<file path="src/rtl/word_splitter_serial.sv">
// Serialises one WORD_W word into WORD_W/SLICE_W slices, MSB- or LSB-first, one per output handshake.
// Latency: first slice valid the cycle after the word handshake; one slice/cycle when out_ready=1.
// Backpressure: slices hold while out_ready=0; in_ready follows out_ready combinationally on the last slice.
// Optional macro SPLITTER_PARITY_EN adds out_parity (even parity of out_data).
module word_splitter_serial #(
    parameter  int WORD_W     = 32,
    parameter  int SLICE_W    = 8,
    localparam int NUM_SLICES = WORD_W / SLICE_W,
    localparam int IDX_W      = $clog2(NUM_SLICES)
) (
    input  logic               clk,
    input  logic               reset,
    input  logic               in_valid,
    output logic               in_ready,
    input  logic [WORD_W-1:0]  in_data,
    input  logic               in_lsb_first,
    output logic               out_valid,
    input  logic               out_ready,
    output logic [SLICE_W-1:0] out_data,
    output logic [IDX_W-1:0]   out_idx,
    output logic               out_last
`ifdef SPLITTER_PARITY_EN
    ,
    output logic               out_parity
`endif
);

    typedef enum logic {
        ST_IDLE = 1'b0,
        ST_SEND = 1'b1
    } state_t;

    state_t r_state;
    state_t w_state_nxt;

    logic [WORD_W-1:0]  r_word;
    logic               r_lsb;
    logic [IDX_W-1:0]   r_idx;
    logic [SLICE_W-1:0] r_data;
    logic               r_last;
    logic               r_par;

    logic               w_load;
    logic               w_adv;
    logic               w_drain;
    logic [WORD_W-1:0]  w_src_word;
    logic               w_src_lsb;
    logic [IDX_W-1:0]   w_idx_nxt;
    logic [SLICE_W-1:0] w_slice;
    logic               w_last_nxt;

    always_comb begin
        w_state_nxt = r_state;
        in_ready    = (r_state == ST_IDLE) || ((r_state == ST_SEND) && r_last && out_ready);
        w_load      = in_valid && in_ready;
        w_adv       = (r_state == ST_SEND) && out_ready && !r_last;
        w_drain     = (r_state == ST_SEND) && out_ready && r_last;

        case (r_state)
            ST_IDLE: if (in_valid) w_state_nxt = ST_SEND;
            ST_SEND: if (w_drain)  w_state_nxt = in_valid ? ST_SEND : ST_IDLE;
            default: w_state_nxt = ST_IDLE;
        endcase

        // A fresh capture and a plain advance share one slice-select path.
        w_src_word = w_load ? in_data : r_word;
        w_src_lsb  = w_load ? in_lsb_first : r_lsb;
        if (w_load)
            w_idx_nxt = in_lsb_first ? '0 : IDX_W'(NUM_SLICES - 1);
        else
            w_idx_nxt = r_lsb ? (r_idx + IDX_W'(1)) : (r_idx - IDX_W'(1));

        w_slice    = SLICE_W'(w_src_word >> (int'(w_idx_nxt) * SLICE_W));
        w_last_nxt = w_src_lsb ? (w_idx_nxt == IDX_W'(NUM_SLICES - 1)) : (w_idx_nxt == '0);
    end

    always_ff @(posedge clk) begin
        if (!reset)
            r_state <= ST_IDLE;
        else
            r_state <= w_state_nxt;
    end

    always_ff @(posedge clk) begin
        if (!reset) begin
            r_word <= '0;
            r_lsb  <= 1'b0;
            r_idx  <= '0;
            r_data <= '0;
            r_last <= 1'b0;
            r_par  <= 1'b0;
        end else if (w_load || w_adv) begin
            r_word <= w_src_word;
            r_lsb  <= w_src_lsb;
            r_idx  <= w_idx_nxt;
            r_data <= w_slice;
            r_last <= w_last_nxt;
            r_par  <= ^w_slice;
        end else if (w_drain) begin
            r_last <= 1'b0;
        end
    end

    assign out_valid = (r_state == ST_SEND);
    assign out_data  = r_data;
    assign out_idx   = r_idx;
    assign out_last  = r_last;

`ifdef SPLITTER_PARITY_EN
    assign out_parity = r_par;
`else
    logic w_par_unused;
    assign w_par_unused = r_par;
`endif

endmodule
</file>
<file path="config.mk">
export PLATFORM = sky130hd
export DESIGN_NAME = word_splitter_serial
export DESIGN_NICKNAME = d
export VERILOG_FILES = /design/src/rtl/word_splitter_serial.sv
export SDC_FILE = /design/constraint.sdc
export NUM_CORES = 1
export LEC_CHECK = 0
export CORE_ASPECT_RATIO = 1.75
export CORE_UTILIZATION = 55
export CTS_BUF_LIST = sky130_fd_sc_hd__clkbuf_2
export DETAILED_ROUTE_END_ITERATION = 6
export PLACE_DENSITY_LB_ADDON = 0.05
export SETUP_SLACK_MARGIN = 0.05
export SYNTH_ARGS = -nofsm -noshare
export SYNTH_HDL_FRONTEND = slang
export SYNTH_SLANG_ARGS = --single-unit
</file>
<file path="constraint.sdc">
create_clock -name clk -period 3 [get_ports clk]
set_input_delay 0.3 -clock clk [delete_from_list [all_inputs] [get_ports clk]]
set_output_delay 0.3 -clock clk [all_outputs]
set_load 0.02 [all_outputs]
</file>
==> results of run 1 <==
-- path summary, 6_finish.rpt --
kind	endpoint	slack, ns	depth (start not counted)
hold reg to reg	r_word[4]	0.47	2
setup / recovery	out_idx[1]	0.85	1
setup reg to reg	out_last	1.10	5
hold / removal	r_word[8]	0.36	3
-- placed cells by master (no fill, tap or decap) --
master | netlist | routed
o32ai_1 | 1 | 1
o22ai_1 | 10 | 10
inv_2 | 1 | 1
inv_1 | 3 | 3
xor2_4 | 1 | 1
and4b_1 | 1 | 1
xor2_1 | 1 | 1
mux2i_1 | 16 | 16
xnor2_4 | 1 | 1
o211a_1 | 1 | 1
clkinvlp_4 | 0 | 3
nand2_1 | 88 | 88
nor3b_1 | 1 | 1
a21bo_4 | 1 | 1
and2_4 | 1 | 1
nor2_1 | 3 | 3
nand3_1 | 1 | 1
o21ai_0 | 1 | 1
buf_4 | 1 | 2
dfxtp_1 | 45 | 45
a311o_1 | 8 | 8
nor2b_1 | 1 | 1
a211o_1 | 1 | 1
a21oi_1 | 45 | 45
clkbuf_2 | 0 | 5
a31oi_1 | 2 | 2
clkdlybuf4s50_1 | 0 | 49
-- tightest hold or removal path: cells and delay by family --
family          cells  cell delay, ns
buf+inv             1            0.40
simple gates        1            0.05
compound gates      1            0.05
-- layout make-up --
class | count | area share (%)
flip-flops and latches | 45 | 35.23
well taps | 45 | 2.202
multi-input cells | 185 | 40.36
clock inverters | 3 | 0.8806
clock buffers | 5 | 0.9785
inverters | 4 | 0.5871
repair buffers | 51 | 19.77
-- registers in the layout, indices dropped and copies added (netlist names) --
name and count:
r_word 32, out_data 8, out_idx 2, out_last 1, out_valid 1, r_lsb 1
-- power groups by stage --
stage,sequential [W],clock (W),combinational (W)
finish,0.000671,0.000269,0.000267
global route,0.000676,0.000297,0.000289
CTS,0.000671,0.000274,0.000268
detailed placement,0.000682,0,0.000267
global placement,0.000681,0,0.000264
floorplan,0.000682,0,0.000162
-- metrics by stage --
stage               hold WS [ns]  cells  setup WS (ns)  area (µm²)
finish                    0.3595    338         0.8459        2557
detailed placement        0.4474    330         0.7942        2510
CTS                       0.3519    338         0.8258        2557
global placement          0.4413    330         0.8100        2510
floorplan                 0.4357    250          1.420        2039
global route              0.3307    338         0.7184        2557
-- layer usage --
| layer | track usage (%) | vias up |
|---|---|---|
| met4 | 15.83 | 0 |
| met5 | 0 | - |
| met1 | 31.88 | 862 |
| met3 | 5.870 | 16 |
| met2 | 43.92 | 64 |
| li1 | - | 941 |
-- logic make-up after synthesis --
logic type | Yosys count | synth area share, %
compound gates | 70 | 21.04
xor+xnor | 3 | 3.129
mux | 16 | 7.853
flops | 45 | 44.17
buf+inv | 20 | 5.215
simple gates | 96 | 18.59
==> impl_results.md, run 1 <==
- Worst r2r src: out_valid
- Highest metal used: met4
- Pwr Total: 0.001208 W
- Outcome: completed
- Pwr dens: 472.3 nW/µm²
- Required @ worst endpoint: 2.70 ns
- Die outline width: 48.03 µm
- Yosys reg bits: 45
- Clk slew on worst S/H paths: 0.26 ns
- CTS root buf: clkbuf_2
- Routed vias/inst: 5.571
- Nets: 329
- Routed wire length: 5021 µm
- Slew of the pin with the lowest slew margin: 0.7003 ns
- Worst skew pair latency: 0.44 ns
- Main flop type after synthesis: dfxtp_1
- Wl on met1: 2105 µm
- Most common cell in the synthesized netlist: nand2_1
- Post-Syn Area: 2039 µm²
- RSZ-0062 raised after global routing: no
- Layout cells sized above 1: 5.119%
- Crit path time final: 2.154 ns
- Number of flops mapped to enable cells by yosys: 0
- Worst path max stage delay: 0.71 ns
- Largest net degree at the start of global routing: 38
- Die Area: 3965 µm²
- Cells after Synth: 250
- Detail Route Antenna Nets: 0
- Vias in the first global route: 1737
- CP max stage cell: dfxtp_1
- Max-slew violations: 0
- Critical Path AT: 1.85 ns
- Global-route wire length before repair: 7631 µm
- Initial antenna violation count: 0
- Cell taking the most area after synthesis: dfxtp_1
- Post-cts resize count: 0
- DRC viols: 0
- IO Port Bufs: 49
- Routed len/inst: 14.86 µm
- P&R area growth vs syn: 25.40%
- Initial core utilization: 58.80%
- Core ar.: 3468 µm²
- Final count of hold timing violations: 0
- Yosys warns: 0
- Layout fillers: 276
- Met3 routed WL: 195 µm
- Buf/Inv on CP: 1
- FMAX: 0.4642 GHz
- Sequential share of the synthesized area: 44.17%
- Critical Path Start Type: register
- Comb power frac: 22.1%
- CP Max Fanout: 7
- Hold_buf cts: 0
- Clock tree buffer depth: 2
- GRT overflow: 0
- Vias: 1883
- Final TNS setup: 0 ns
- Final Cycle Share: 71.80%
- Register share of total power: 55.6%
- Num CTS Buffers: 5
- 1st-pass router iterations: 4
- Worst vdd ir: 0.3704 mV
- Metal2 WL: 2538 µm
- HPWL after detailed placement: 3379 µm
- Final setup viols: 0
- Setup Fix Bufs, Post-CTS: 0
- Mapped Avg Cell Area: 8.158 µm²
- Asr flop ratio synth: 0%
- CTS sink count: 45
- CTS tree: built
- Site Rows: 28
- Io pins: 50
- Worst slew margin: 53.17%
- Synth top cells by count: nand2_1, a21oi_1, dfxtp_1
- H-Tree Depth: 2
- LEAKAGE: 0.9620 nW
- Final setup skew: 0.02205 ns
- Ant diodes: 0
- Worst setup path class: reg2out
- Net Sw Frac: 31.86%
- Worst hold path startpoint: in_data[8]
- CP cell instances: clkdlybuf4s50_1
- Cell variety after synth: 27
- Die Y-Extent: 82.56 µm
- Final Util: 73.74%
- Sw Pwr: 0.0003848 W
- 1st-iter DRT viols: 64
- Max-cap violations: 0
- Multi-input gate area: 1032 µm²
- CP delay by family, top: flip-flops
- Internal: 0.0008230 W
- All-layer global routing usage: 27.32%
- Share of the synthesized area in the top cell type: 44.17%
- Crit. Startpoint: out_idx[1]
- CP endpoint kind: output pin
- Gpl congestion: 0.8612
- Top cells by area, synth: dfxtp_1, nand2_1, a21oi_1, mux2i_1, a311o_1
- Syn Nets: 287
- Clk network pwr share: 22.3%
- Register area: 900.9 µm²
- Hold Crit Class: in2reg
Note: power is estimated with default switching activity, not from simulation.
==> run 2, diff against run 1 <==
--- a/config.mk
+++ b/config.mk
@@ -6,7 +6,7 @@
 export NUM_CORES = 1
 export LEC_CHECK = 0
 export CORE_ASPECT_RATIO = 1.75
-export CORE_UTILIZATION = 55
+export CORE_UTILIZATION = 51
 export CTS_BUF_LIST = sky130_fd_sc_hd__clkbuf_2
 export DETAILED_ROUTE_END_ITERATION = 6
 export PLACE_DENSITY_LB_ADDON = 0.05
==> constraint.sdc (replaced) <==
create_clock -name clk -period 2.2 [get_ports clk]
set_input_delay 0.22 -clock clk [delete_from_list [all_inputs] [get_ports clk]]
set_output_delay 0.22 -clock clk [all_outputs]
set_load 0.02 [all_outputs]
==> impl_results.md, run 2 (synthesis gave the netlist of run 1 again) <==
- Worst r2r src: out_idx[1]
- Max-slew violations: 0
- Die Area: 4266 µm²
- Routed len/inst: 14.55 µm
- Routed vias/inst: 5.585
- Io pins: 50
- Critical Path Start Type: register
- Detail Route Antenna Nets: 0
- CTS sink count: 45
- IO Port Bufs: 49
- Critical Path AT: 1.78 ns
- Global-route wire length before repair: 8217 µm
- Commonest non-fill, non-tap cell in the layout: nand2_1
- CP Max Fanout: 7
- P&R area growth vs syn: 26.63%
- Outcome: completed
- Worst setup path class: reg2out
- Hold Crit Endpoint: r_word[23]
- Worst hold path startpoint: in_data[23]
- Vias: 1910
- Final TNS setup: 0 ns
- Largest register FFs: 32
- Die Y-Extent: 85.66 µm
- CP cell instances: clkdlybuf4s50_1
- Clk slew on worst S/H paths: 0.23 ns
- Reg2reg setup slack: 0.37 ns
- Worst R2R Path Depth: 4
- Crit path time final: 1.996 ns
- GRT overflow: 0
- Final setup skew: 0.02486 ns
- Vias in the first global route: 1761
- Worst vdd ir: 0.5754 mV
- Ant diodes: 0
- 1st-pass router iterations: 6
- Worst path max stage delay: 0.70 ns
- Most flops, register: r_word
- DRC viols: 0
- Buf/Inv on CP: 1
- Setup Fix Bufs, Post-CTS: 0
- Slew of the pin with the lowest slew margin: 1.009 ns
- Layout fillers: 360
- Required @ worst endpoint: 1.98 ns
- Reg2reg end: out_data[1]
- Post-cts resize count: 0
- Max-cap violations: 0
- Nets: 331
- LEAKAGE: 0.9798 nW
- Hold Crit Class: in2reg
- HPWL after detailed placement: 3345 µm
- Hold Crit Depth: 3
- FMAX: 0.5011 GHz
- Final Util: 66.80%
- Routed wire length: 4975 µm
- RSZ-0062 raised after global routing: no
- CP max stage cell: clkdlybuf4s50_1
- Final Cycle Share: 90.71%
- Initial core utilization: 52.75%
- CTS tree: built
- Pre-CTS WS: 0.2537 ns
- Gpl congestion: 0.7851
- Clock tree buffer depth: 2
- Hold_buf cts: 0
- Final setup viols: 0
- Post-route cell area: 2582 µm²
- Most frequent cells in the layout: nand2_1, clkdlybuf4s50_1, a21oi_1, dfxtp_1, mux2i_1
- Initial antenna violation count: 0
- Core ar.: 3866 µm²
- Largest net degree at the start of global routing: 35
- Final worst slack: 0.2045 ns
- H-Tree Depth: 2
- Fin Hold WS: 0.3213 ns
- CP endpoint kind: output pin
- All-layer global routing usage: 25.20%
- Die outline width: 49.80 µm
- Worst slew margin: 32.76%
- Final count of hold timing violations: 0
- Post-DP Area: 2541 µm²
- CP delay by family, top: buffers and inverters
- Layout cells sized above 1: 5.442%
- Site Rows: 30
- Worst skew pair latency: 0.40 ns
- 1st-iter DRT viols: 57
- Num CTS Buffers: 5
- CTS root buf: clkbuf_2
- Pwr dens: 628.3 nW/µm²
## run 2: cell count changes in the layout (fill, tap and decap cells not counted)
| cell | change |
|---|---|
| buf_4 | +1 |
| clkinv_4 | +1 |
| clkinvlp_4 | -2 |
| buf_12 | +1 |
## run 2: how the worst max path moves through the flow
stage	startpoint	end	slack, ns	cells past startpoint
2_1_floorplan	out_idx[1]	out_data[4]	0.62	6
3_3_place_gp	in_valid	out_idx[0]	0.27	4
3_5_place_dp	in_valid	out_idx[0]	0.25	4
4_1_cts	out_idx[1]	out_idx[1]	0.19	1
5_1_grt	out_idx[1]	out_idx[1]	0.13	1
6_report	out_idx[1]	out_idx[1]	0.20	1
## run 2: stage by stage
| stage | cells | total power [W] |
|---|---|---|
| final | 342 | 0.001622 |
| after floorplan | 250 | 0.001150 |
| after CTS | 342 | 0.001631 |
| after detailed placement | 335 | 0.001299 |
| after global routing | 342 | 0.001711 |
| after global placement | 335 | 0.001293 |
## run 2: per-layer routing
layer | part of all wire [%] | GRT usage (%) | up-vias
met1 | 43 | 31.52 | 902
li1 | - | - | 944
met4 | 1.6 | 8.312 | 0
met2 | 50 | 43.24 | 57
met3 | 4.8 | 4.078 | 7
met5 | 0 | 0 | -
## run 2: tightest hold or removal path, delay by kind of cell
| family | cells | cell delay [ns] |
|---|---|---|
| AND/OR/NAND/NOR | 1 | 0.06 |
| AO/OA/AOI/OAI | 1 | 0.05 |
| buffers and inverters | 1 | 0.39 |
## run 2: cell type report
class | instances | area [µm²] | area share, %
well taps | 48 | 60.06 | 2.326
flip-flops and latches | 45 | 900.9 | 34.88
repair buffers | 53 | 533.0 | 20.64
clock buffers | 5 | 25.02 | 0.9690
clock inverters | 2 | 16.27 | 0.6298
inverters | 4 | 15.01 | 0.5814
multi-input cells | 185 | 1032 | 39.97
## run 2: power breakdown
part           switching, W  total (W)  internal [W]  leakage, nW
registers         0.0000443   0.000913      0.000868        0.370
clock network      0.000264   0.000338     0.0000740       0.0250
logic              0.000190   0.000372      0.000182        0.585
==> run 3, diff against run 2 <==
--- a/config.mk
+++ b/config.mk
@@ -5,8 +5,11 @@
 export SDC_FILE = /design/constraint.sdc
 export NUM_CORES = 1
 export LEC_CHECK = 0
+export CAP_MARGIN = 10
+export CELL_PAD_IN_SITES_DETAIL_PLACEMENT = 1
+export CELL_PAD_IN_SITES_GLOBAL_PLACEMENT = 1
 export CORE_ASPECT_RATIO = 1.75
-export CORE_UTILIZATION = 51
+export CORE_UTILIZATION = 37
 export CTS_BUF_LIST = sky130_fd_sc_hd__clkbuf_2
 export DETAILED_ROUTE_END_ITERATION = 6
 export PLACE_DENSITY_LB_ADDON = 0.05
==> impl_results.md, run 3 (synthesis gave the netlist of run 1 again) <==
- Outcome: completed
- All-layer global routing usage: 21.51%
- Core ar.: 5299 µm²
- Io pins: 50
- Routed wire length: 5775 µm
- Post-DP Area: 2581 µm²
- Routed vias/inst: 5.189
- Worst R2R Path Depth: 4
- GRT overflow: 0
- Site Rows: 35
- Die Area: 5825 µm²
- Final setup viols: 0
- Buf/Inv on CP: 1
- Nets: 332
- RSZ-0062 raised after global routing: no
- Required @ worst endpoint: 1.98 ns
- Slew of the pin with the lowest slew margin: 1.166 ns
- Crit path time final: 2.007 ns
- Final TNS setup: 0 ns
- CP max stage cell: clkdlybuf4s50_1
- Hold Crit Depth: 3
- Final Cycle Share: 91.25%
- Most frequent cells in the layout: nand2_1, clkdlybuf4s50_1, a21oi_1, dfxtp_1, mux2i_1
- Critical Path AT: 1.79 ns
- Critical Path Start Type: register
- LEAKAGE: 0.9885 nW
- CTS tree: built
- CP cell instances: clkdlybuf4s50_1
- Commonest non-fill, non-tap cell in the layout: nand2_1
- Worst path max stage delay: 0.70 ns
- Worst vdd ir: 0.4012 mV
- Vias in the first global route: 1916
- 1st-pass router iterations: 4
- Wl on met1: 2422 µm
- Die outline width: 58.12 µm
- CTS root buf: clkbuf_2
- Vias: 1920
- Hold Crit Class: in2reg
- Critical path depth: 1
- H-Tree Depth: 2
- CTS sink count: 45
- CP delay by family, top: buffers and inverters
- Setup Fix Bufs, Post-CTS: 0
- Max-cap violations: 0
- Final setup skew: 0.02175 ns
- Hold_buf cts: 0
- Most flops, register: r_word
- CP endpoint kind: output pin
- Clk slew on worst S/H paths: 0.24 ns
- FMAX: 0.4981 GHz
- HPWL after detailed placement: 4023 µm
- Global-route wire length before repair: 9397 µm
- Post-route cell area: 2619 µm²
- Routed len/inst: 15.61 µm
- 1st-iter DRT viols: 42
- Met3 routed WL: 205 µm
- CP Max Fanout: 7
- Layout fillers: 654
- Metal2 WL: 3030 µm
- DRC viols: 0
- Final count of hold timing violations: 0
- Worst skew pair latency: 0.42 ns
- Die Y-Extent: 100.2 µm
- Ant diodes: 0
- Gpl congestion: 0.7538
- Post-cts resize count: 0
- Clock tree buffer depth: 2
- Initial antenna violation count: 0
- Highest metal used: met4
- Detail Route Antenna Nets: 0
- Worst setup path class: reg2out
- Max-slew violations: 0
- Largest net degree at the start of global routing: 35
- Worst slew margin: 22.30%
- Largest register FFs: 32
- IO Port Bufs: 49
- Pwr dens: 624.1 nW/µm²
- Layout cells sized above 1: 5.405%
- Initial core utilization: 38.49%
- Num CTS Buffers: 5
- P&R area growth vs syn: 28.40%
## run 3: report_power, final
part | total (W) | internal (W) | switching, W | leakage, nW
Sequential | 0.000913 | 0.000868 | 0.0000450 | 0.370
Clock | 0.000337 | 0.0000696 | 0.000268 | 0.0278
Combinational | 0.000384 | 0.000186 | 0.000198 | 0.591
Total | 0.00163 | 0.00112 | 0.000510 | 0.989
## run 3: metal layers
metal / vias up / GRT usage, %
li1: 946 / -
met5: - / 0
met3: 10 / 3.351
met1: 913 / 23.79
met2: 51 / 39.79
met4: 0 / 8.425
## run 3: metrics by stage
step	instances	setup WS (ns)	util, %	hold slack, ns	power, W
after detailed placement	362	0.09012	48.71	0.4491	0.001320
after CTS	370	0.1565	49.42	0.2981	0.001659
final	370	0.1925	49.42	0.3030	0.001634
after floorplan	250	0.6201	-	0.3560	0.001150
after global routing	370	0.09714	49.42	0.2823	0.001725
after global placement	362	0.1462	48.71	0.4414	0.001313
## run 3: layout make-up
class / instances / area (µm²) / area share [%]
flip-flops and latches: 45 / 900.9 / 34.40
well taps: 74 / 92.59 / 3.536
repair buffers: 54 / 540.5 / 20.64
clock inverters: 3 / 12.51 / 0.4778
inverters: 4 / 15.01 / 0.5733
multi-input cells: 185 / 1032 / 39.42
clock buffers: 5 / 25.02 / 0.9556
## run 3: final timing paths
kind                            slack, ns       start         end
worst max-delay path                 0.19  out_idx[1]  out_idx[1]
worst min-delay path                 0.30  in_data[8]   r_word[8]
worst max register to register       0.33   out_valid  out_idx[0]
worst min register to register       0.47   r_word[2]   r_word[2]
